**src/rtl/slot_alloc_tracker.sv**
```systemverilog
// Busy/free tracker for NUM_SLOTS entries with WAYS allocate and free ports per cycle.
// Grant indices are decoded to one-hot, merged into the busy vector, and summarised as registered free status.
module slot_alloc_tracker #(
   parameter int NUM_SLOTS = 8,
   parameter int WAYS      = 2,
   parameter int IDX_W     = $clog2(NUM_SLOTS)
) (
   input  logic                            clock,
   input  logic                            reset,
   input  logic [WAYS-1:0]                 alloc_valid,
   input  logic [WAYS*IDX_W-1:0]           alloc_idx,
   input  logic [WAYS-1:0]                 free_valid,
   input  logic [WAYS*IDX_W-1:0]           free_idx,
   output logic [NUM_SLOTS-1:0]            free_vec,
   output logic [IDX_W:0]                  free_count,
   output logic [$clog2(WAYS+1)-1:0]       avail,
   output logic                            full,
   output logic                            empty,
   output logic                            err_alloc,
   output logic                            err_free
);

   localparam int              AW        = $clog2(WAYS + 1);
   localparam logic [IDX_W:0]  SLOTS_C   = (IDX_W + 1)'(NUM_SLOTS);
   localparam logic [AW-1:0]   WAYS_C    = AW'(WAYS);
   localparam logic [AW-1:0]   AVAIL_RST = AW'((NUM_SLOTS < WAYS) ? NUM_SLOTS : WAYS);

   logic [NUM_SLOTS-1:0] busy_q, busy_d;
   logic [IDX_W:0]       count_q, count_d;
   logic [AW-1:0]        avail_q, avail_d;
   logic                 full_q, full_d;
   logic                 empty_q, empty_d;
   logic                 err_alloc_q, err_alloc_d;
   logic                 err_free_q, err_free_d;

   logic [NUM_SLOTS-1:0] alloc_oh, free_oh;
   logic                 alloc_bad, free_bad;
   logic [IDX_W-1:0]     a_idx, f_idx;

   // NOTE: every signal driven here gets a default before any branch, so no latches are inferred.
   always_comb begin
      alloc_oh  = '0;
      free_oh   = '0;
      alloc_bad = 1'b0;
      free_bad  = 1'b0;
      a_idx     = '0;
      f_idx     = '0;
      for (int w = 0; w < WAYS; w++) begin
         // Invalid ways never look at their index bits, so X on them cannot leak into state.
         if (alloc_valid[w]) begin
            a_idx = alloc_idx[w*IDX_W +: IDX_W];
            if ({1'b0, a_idx} >= SLOTS_C) alloc_bad = 1'b1;
            for (int s = 0; s < NUM_SLOTS; s++)
               if (a_idx == IDX_W'(s)) alloc_oh[s] = 1'b1;
         end
         if (free_valid[w]) begin
            f_idx = free_idx[w*IDX_W +: IDX_W];
            if ({1'b0, f_idx} >= SLOTS_C) free_bad = 1'b1;
            for (int s = 0; s < NUM_SLOTS; s++)
               if (f_idx == IDX_W'(s)) free_oh[s] = 1'b1;
         end
      end
      for (int i = 0; i < WAYS; i++) begin
         for (int j = i + 1; j < WAYS; j++) begin
            if (alloc_valid[i] && alloc_valid[j] &&
                alloc_idx[i*IDX_W +: IDX_W] == alloc_idx[j*IDX_W +: IDX_W])
               alloc_bad = 1'b1;
            if (free_valid[i] && free_valid[j] &&
                free_idx[i*IDX_W +: IDX_W] == free_idx[j*IDX_W +: IDX_W])
               free_bad = 1'b1;
         end
      end
      // Frees land first, so re-allocating a slot released this cycle is legal.
      if (|(alloc_oh & busy_q & ~free_oh)) alloc_bad = 1'b1;
      if (|(free_oh & ~busy_q))            free_bad  = 1'b1;
   end

   always_comb begin
      busy_d      = (busy_q & ~free_oh) | alloc_oh;
      err_alloc_d = err_alloc_q | alloc_bad;
      err_free_d  = err_free_q | free_bad;
      count_d     = '0;
      for (int s = 0; s < NUM_SLOTS; s++)
         count_d = count_d + {{IDX_W{1'b0}}, ~busy_d[s]};
      if (int'(count_d) >= WAYS) avail_d = WAYS_C;
      else                       avail_d = AW'(count_d);
      full_d  = (count_d == '0);
      empty_d = (count_d == SLOTS_C);
   end

   // NOTE: sequential state uses non-blocking assignments so all flops update together at the edge.
   always_ff @(posedge clock or negedge reset) begin
      if (!reset) begin
         busy_q      <= '0;
         count_q     <= SLOTS_C;
         avail_q     <= AVAIL_RST;
         full_q      <= 1'b0;
         empty_q     <= 1'b1;
         err_alloc_q <= 1'b0;
         err_free_q  <= 1'b0;
      end else begin
         busy_q      <= busy_d;
         count_q     <= count_d;
         avail_q     <= avail_d;
         full_q      <= full_d;
         empty_q     <= empty_d;
         err_alloc_q <= err_alloc_d;
         err_free_q  <= err_free_d;
      end
   end

   assign free_vec   = ~busy_q;
   assign free_count = count_q;
   assign avail      = avail_q;
   assign full       = full_q;
   assign empty      = empty_q;
   assign err_alloc  = err_alloc_q;
   assign err_free   = err_free_q;

endmodule

```
**config.mk**
```make
export PLATFORM = sky130hd
export DESIGN_NAME = slot_alloc_tracker
export DESIGN_NICKNAME = d
export VERILOG_FILES = /design/src/rtl/slot_alloc_tracker.sv
export SDC_FILE = /design/constraint.sdc
export NUM_CORES = 1
export LEC_CHECK = 0
export ABC_CLOCK_PERIOD_IN_PS = 4200
export CAP_MARGIN = 20
export CORE_UTILIZATION = 60
export CTS_BUF_LIST = sky130_fd_sc_hd__clkbuf_4 sky130_fd_sc_hd__clkbuf_8
export DETAILED_ROUTE_END_ITERATION = 7
export DONT_BUFFER_PORTS = 1
export PLACE_DENSITY = 0.8
export SKIP_LAST_GASP = 1
export SYNTH_ARGS = -nofsm -noshare
export SYNTH_HDL_FRONTEND = slang
export SYNTH_SLANG_ARGS = --single-unit
```
**constraint.sdc**
```tcl
create_clock -name clock -period 4.2 [get_ports clock]
set_clock_uncertainty 0.1 [all_clocks]
set_input_delay 0.84 -clock clock [delete_from_list [all_inputs] [get_ports clock]]
set_output_delay 0.84 -clock clock [all_outputs]
set_load 0.01 [all_outputs]
```
# Word level (Yosys, flattened, before mapping)

Cells that the tools add are included.

Memories: 0
Word-level logic and storage cells: 115
Bits in read-only memories: 0
Register bits: 18
Bits of input ports: 18
RAM bits: 0
Output and inout bits: 18
Latch bits: 0

Bitwise gates (word level): 17
Equal/unequal tests: 31
Add/subtract/negate cells: 7
Div/mod/pow operators: 0
Reductions and logical operators: 11
Shift operators: 0
Order comparisons: 1
Muxes and demuxes: 41
Multipliers: 0

Operators by type and width:

| operator                                                              | number |
|---|---|
| 3-bit equality test, second input constant                            | 16 |
| 1-bit two-way mux                                                     | 36 |
| 8-bit AND                                                             | 4 |
| 8-bit two-way mux                                                     | 4 |
| 3-bit by 2-bit equality test with 1-bit output, second input constant | 8 |
| 4-bit by 1-bit adder with 4-bit output                                | 4 |
| 8-bit inverter                                                        | 2 |
| 8-bit OR reduction                                                    | 2 |
| 3-bit by 1-bit equality test with 1-bit output, second input constant | 4 |
| 3-bit logical NOT                                                     | 4 |
| 1-bit inverter                                                        | 8 |
| 8-bit bitwise OR                                                      | 1 |
| 3-bit equality test                                                   | 2 |
| 3-bit by 1-bit adder with 4-bit output                                | 1 |
| 4-bit equality test, second input constant                            | 1 |
| 4-bit by 2-bit >= comparator with 1-bit output, second input constant | 1 |
| 1-bit logical AND                                                     | 4 |
| 4-bit logical NOT                                                     | 1 |
| 2-bit by 1-bit adder with 3-bit output                                | 1 |
| 1-bit by 1-bit adder with 2-bit output                                | 1 |
| 2-bit two-way mux                                                     | 1 |
| 1-bit bitwise OR                                                      | 2 |

# Logic depth before layout (Yosys ltp)

Depth after elaboration: 18
Gate-level depth with buffers: 15
Mapped depth without buffers: 14

# Worst setup path after synthesis

OpenSTA, ideal clock, no wires.

Path kind: input port to flip-flop
Start: input free_idx[3]
End: register avail_q[0] (netlist: avail[0])
Cell stages on the path: 14
Arrival time: 4.533 ns
Path slack: -0.553 ns
Path through: buf_4 or4b_4 and2_2 a211oi_1 inv_1 fa_1 fa_1 inv_1 fa_1 ha_1 fa_1 xor2_1 nor2_1 and3_1

Cells in the longest elaborated chain, start to end: 16
Elaborated cells between the ends (all ways): 37
Those cells by class: add/sub: 7; order compare: 1; eq/ne: 7; mux: 10; bitwise: 11; reduce/logical: 1

RTL lines:

| item                                                 | RTL line | RTL |
|---|---|---|
| start: declaration                                   | 13       | `input logic [WAYS*IDX_W-1:0] free_idx,` |
| 3-bit logical NOT                                    | 60       | `if (f_idx == IDX_W'(s)) free_oh[s] = 1'b1;` |
| 1-bit two-way mux                                    | 60       |  |
| 8-bit two-way mux                                    | 56       | `if (free_valid[w]) begin` |
| 8-bit inverter                                       | 79       | `busy_d = (busy_q & ~free_oh) \| alloc_oh;` |
| 8-bit AND                                            | 79       |  |
| 8-bit bitwise OR                                     | 79       |  |
| named net busy_d[0]                                  | 28       | `logic [NUM_SLOTS-1:0] busy_q, busy_d;` |
| 1-bit inverter                                       | 84       | `count_d = count_d + {{IDX_W{1'b0}}, ~busy_d[s]};` |
| 1-bit by 1-bit adder with 2-bit output               | 84       |  |
| 2-bit by 1-bit adder with 3-bit output               | 84       |  |
| 3-bit by 1-bit adder with 4-bit output               | 84       |  |
| 4-bit by 1-bit adder with 4-bit output (4 in series) | 84       |  |
| named net count_d[2]                                 | 29       | `logic [IDX_W:0] count_q, count_d;` |
| 4-bit by 2-bit >= comparator with 1-bit output       | 85       | `if (int'(count_d) >= WAYS) avail_d = WAYS_C;` |
| 2-bit two-way mux                                    | 85       |  |
| named net avail_d[0]                                 | 30       | `logic [AW-1:0] avail_q, avail_d;` |
| end signal: assignment                               | 104      | `avail_q <= avail_d;` |
| end: declaration                                     | 30       |  |

The timed path passes the listed nets, and every way through them passes these cells.

# Worst setup path after layout

Start: input free_idx[0]
End: register full_q (netlist: full)

Cells in the longest elaborated chain, start to end: 17
Elaborated cells between the ends (all ways): 45
Those cells by class: add/sub: 7; eq/ne: 7; mux: 18; bitwise: 11; reduce/logical: 2

RTL lines:

| item                                                   | RTL line | RTL |
|---|---|---|
| 3-bit logical NOT *                                    | 60       |  |
| 1-bit two-way mux *                                    | 60       |  |
| 8-bit two-way mux *                                    | 56       |  |
| 1-bit two-way mux                                      | 60       |  |
| 8-bit two-way mux *                                    | 56       |  |
| 8-bit inverter *                                       | 79       |  |
| 8-bit AND *                                            | 79       |  |
| 8-bit bitwise OR *                                     | 79       |  |
| named net busy_d[0]                                    | 28       |  |
| 1-bit inverter *                                       | 84       |  |
| 1-bit by 1-bit adder with 2-bit output *               | 84       |  |
| 2-bit by 1-bit adder with 3-bit output *               | 84       |  |
| 3-bit by 1-bit adder with 4-bit output *               | 84       |  |
| 4-bit by 1-bit adder with 4-bit output * (4 in series) | 84       |  |
| named net count_d[2]                                   | 29       |  |
| 4-bit logical NOT *                                    | 87       | `full_d = (count_d == '0);` |
| named net full_d                                       | 31       | `logic full_q, full_d;` |
| end signal: assignment                                 | 105      | `full_q <= full_d;` |
| end: declaration                                       | 31       |  |

The timed path passes the listed nets; every way through them passes the cells marked *.

==> qor.yml <==
gp_congestion: 0.898
place_ws_ns: -0.314
postSynthAreaPerCell_um2: 9.84
synthArstFlopShare: 1.00
h-tree-depth: 1
rows: 17
initial_core_util: 0.632
grt_antenna_before_repair: 0
multiInputGateArea_um2: 817
num_antenna_cells: 0
syn_nets: 167
yosysSeqAreaShare: 0.325
cp.arrival_ns: 4.27
dieWidth_um: 50.3
clockBufferDepth: 2
drc: 0
worst_slack_ns: 0.0560
synth_cells: 142
wl_met3_um: 100
wirelength_um: 2790
fin_nets: 169
grt_use_total: 0.242
die_h_um: 50.3
fin_area_mm2: 0.00146
synth-warning-count: 0
overflow: 0
via_count: 1062
synth_area_leaders: "dfrtp_1 (27%), fa_1 (5.7%), dfstp_2 (5.6%)"
ir_worst_vdd_uv: 422
fin_util: 0.658
regArea_um2: 454
ys.flop_type: "dfrtp_1"
drive_gt1_frac: 0.203
final-max-slew-violation-count: 0
grt_max_degree: 19
first_iter_violations: 21
area_delta_synth_final_pct: 4.12
clock-sinks: 18
reg2reg_from: "busy_q[0]$_DFF_PN0_"
p_total_uw: 761
cts_inserted_buffers: 3
syn_area_mm2: 0.00140
io_buffers: 0
p_leak_uw: 0.000634
viasPerCell: 6.21
drv_cap: 0
min_period_ns: 4.14
wl_met2_um: 1360
hold_violations: 0
postRouteAntennaNets: 0
clk_latency_ns: 0.28
startpoint_type: "input port"
grt_pass1_wl_um: 4530
first_global_vias: 1031
synth_edf_count: 0
ios: 36
drt_pre_antenna_iters: 4
synth_common_cells: "inv_1 (18), dfrtp_1 (15), nand2_1 (9)"
rsz0062_at_grt: "yes"
powerDensity_mw_per_mm2: 523
yosysMostFrequentCell: "inv_1"
dieArea_mm2: 0.00253
min_period_over_period: 0.987
finalSetupViolations: 0
dpl.hpwl_um: 2300
core_area_mm2: 0.00221
synth_top_cell_by_area: "dfrtp_1"
dr.max_layer_used: "met4"
path_clk_slew_ns: 0.10
crit_type: "in -> reg"
worstPathMaxFanout: 9
wl_met1_um: 1280
hp-class: "in -> async"
synthDistinctLibCells: 48
n_fill_cell: 192
crit_start: "free_idx[0]"
status: "completed"
cts_tree: "yes"
detail_route.wl_per_cell_um: 16.3
place_area_mm2: 0.00141
critPathCaptureType: "register"
worst_slew_pin_slew_ns: 0.456
ctsHoldBuffers: 0
netlist.area_leader.share: 0.269
critPathRequiredTime_ns: 4.32
relSlewSlack: 0.694
ys_ff_latch: 18
max_freq_ghz: 0.241
r2r_cells: 12
cts-root-buf: "clkbuf_4"
-- worst max-delay path, stage by stage --
cell and delay [ns]:
or4b_4 0.52, and2_4 0.18, a211oi_2 0.17, inv_1 0.09
fa_1 0.47, fa_1 0.49, inv_1 0.05, fa_1 0.44
ha_2 0.20, fa_2 0.36, xor2_2 0.17, nor2_1 0.12
nand2_1 0.08, nor2_1 0.10
-- sequential cells by signal (all words and copies together), names as in the netlist --
register    flops
busy_q          8
free_count      4
avail           2
empty           1
err_alloc       1
err_free        1
full            1
-- worst paths after layout --
path	end	slack, ns
max reg2reg	full$_DFF_PN0_	0.80
min	busy_q[0]$_DFF_PN0_	0.14
min in group clock	busy_q[4]$_DFF_PN0_	0.44
max	full$_DFF_PN0_	0.06
max in group asynchronous	avail[1]$_DFF_PN1_	3.70
min reg2reg	busy_q[4]$_DFF_PN0_	0.44
-- routing by layer --
metal / track usage / vias to the layer above
li1: - / 520
met1: 0.316 / 509
met2: 0.393 / 29
met3: 0.0606 / 4
met4: 0.0714 / 0
met5: 0 / -
-- cell type report --
class / instances / share of cell area
multi-input cells: 97 / 0.561
clock buffers: 4 / 0.0249
repair buffers: 6 / 0.0310
well taps: 28 / 0.0241
inverters: 18 / 0.0464
flip-flops and latches: 18 / 0.312
-- through the flow --
step / instances / hold slack, ns / TNS, ns
CTS: 170 / 0.124 / -0.000567
global placement: 166 / 0.406 / -0.844
global route: 171 / 0.102 / -0.113
finish: 171 / 0.135 / 0
floorplan: 142 / 0.382 / -1.07
detailed placement: 166 / 0.414 / -1.29
-- power breakdown --
part           internal [uW]  leakage, uW  switching [uW]
Clock                   52.7    0.0000210            50.5
Combinational            184     0.000409             200
Sequential               234     0.000203            40.6
-- cell families (layout without fill, tap and decap cells) --
kind of cell | after synthesis | after routing | share of synthesized area
XOR/XNOR | 7 | 7 | 0.0439
flip-flops | 18 | 18 | 0.325
adder cells (fa/ha/maj) | 7 | 7 | 0.0842
buffers and inverters | 27 | 28 | 0.108
AND/OR/NAND/NOR | 59 | 59 | 0.300
AO/OA/AOI/OAI | 24 | 24 | 0.139
-- placed cells by master (no fill, tap or decap), types with 3 or more instances in the layout --
master     Yosys  routed
nand2_1        9       9
a21o_1         3       3
xor2_1         4       3
and2_1         3       3
a21oi_1        3       3
o2111ai_1      3       3
dfstp_2        3       3
nor2b_1        3       3
xnor2_1        3       3
clkbuf_4       1       3
buf_4          3       6
nand4b_1       6       6
or4_1          3       3
dfrtp_1       15      15
nand3_1        4       4
fa_1           4       3
a32o_1         3       3
nor2_1         8       8
inv_1         18      18
-- repair_timing --
action,4_1_cts,5_1_grt
endpoints found under the setup margin,1,4
buffers inserted,0,1
resized for setup,1,0
pin swaps,0,5
Power figures use the tool's default switching activity.
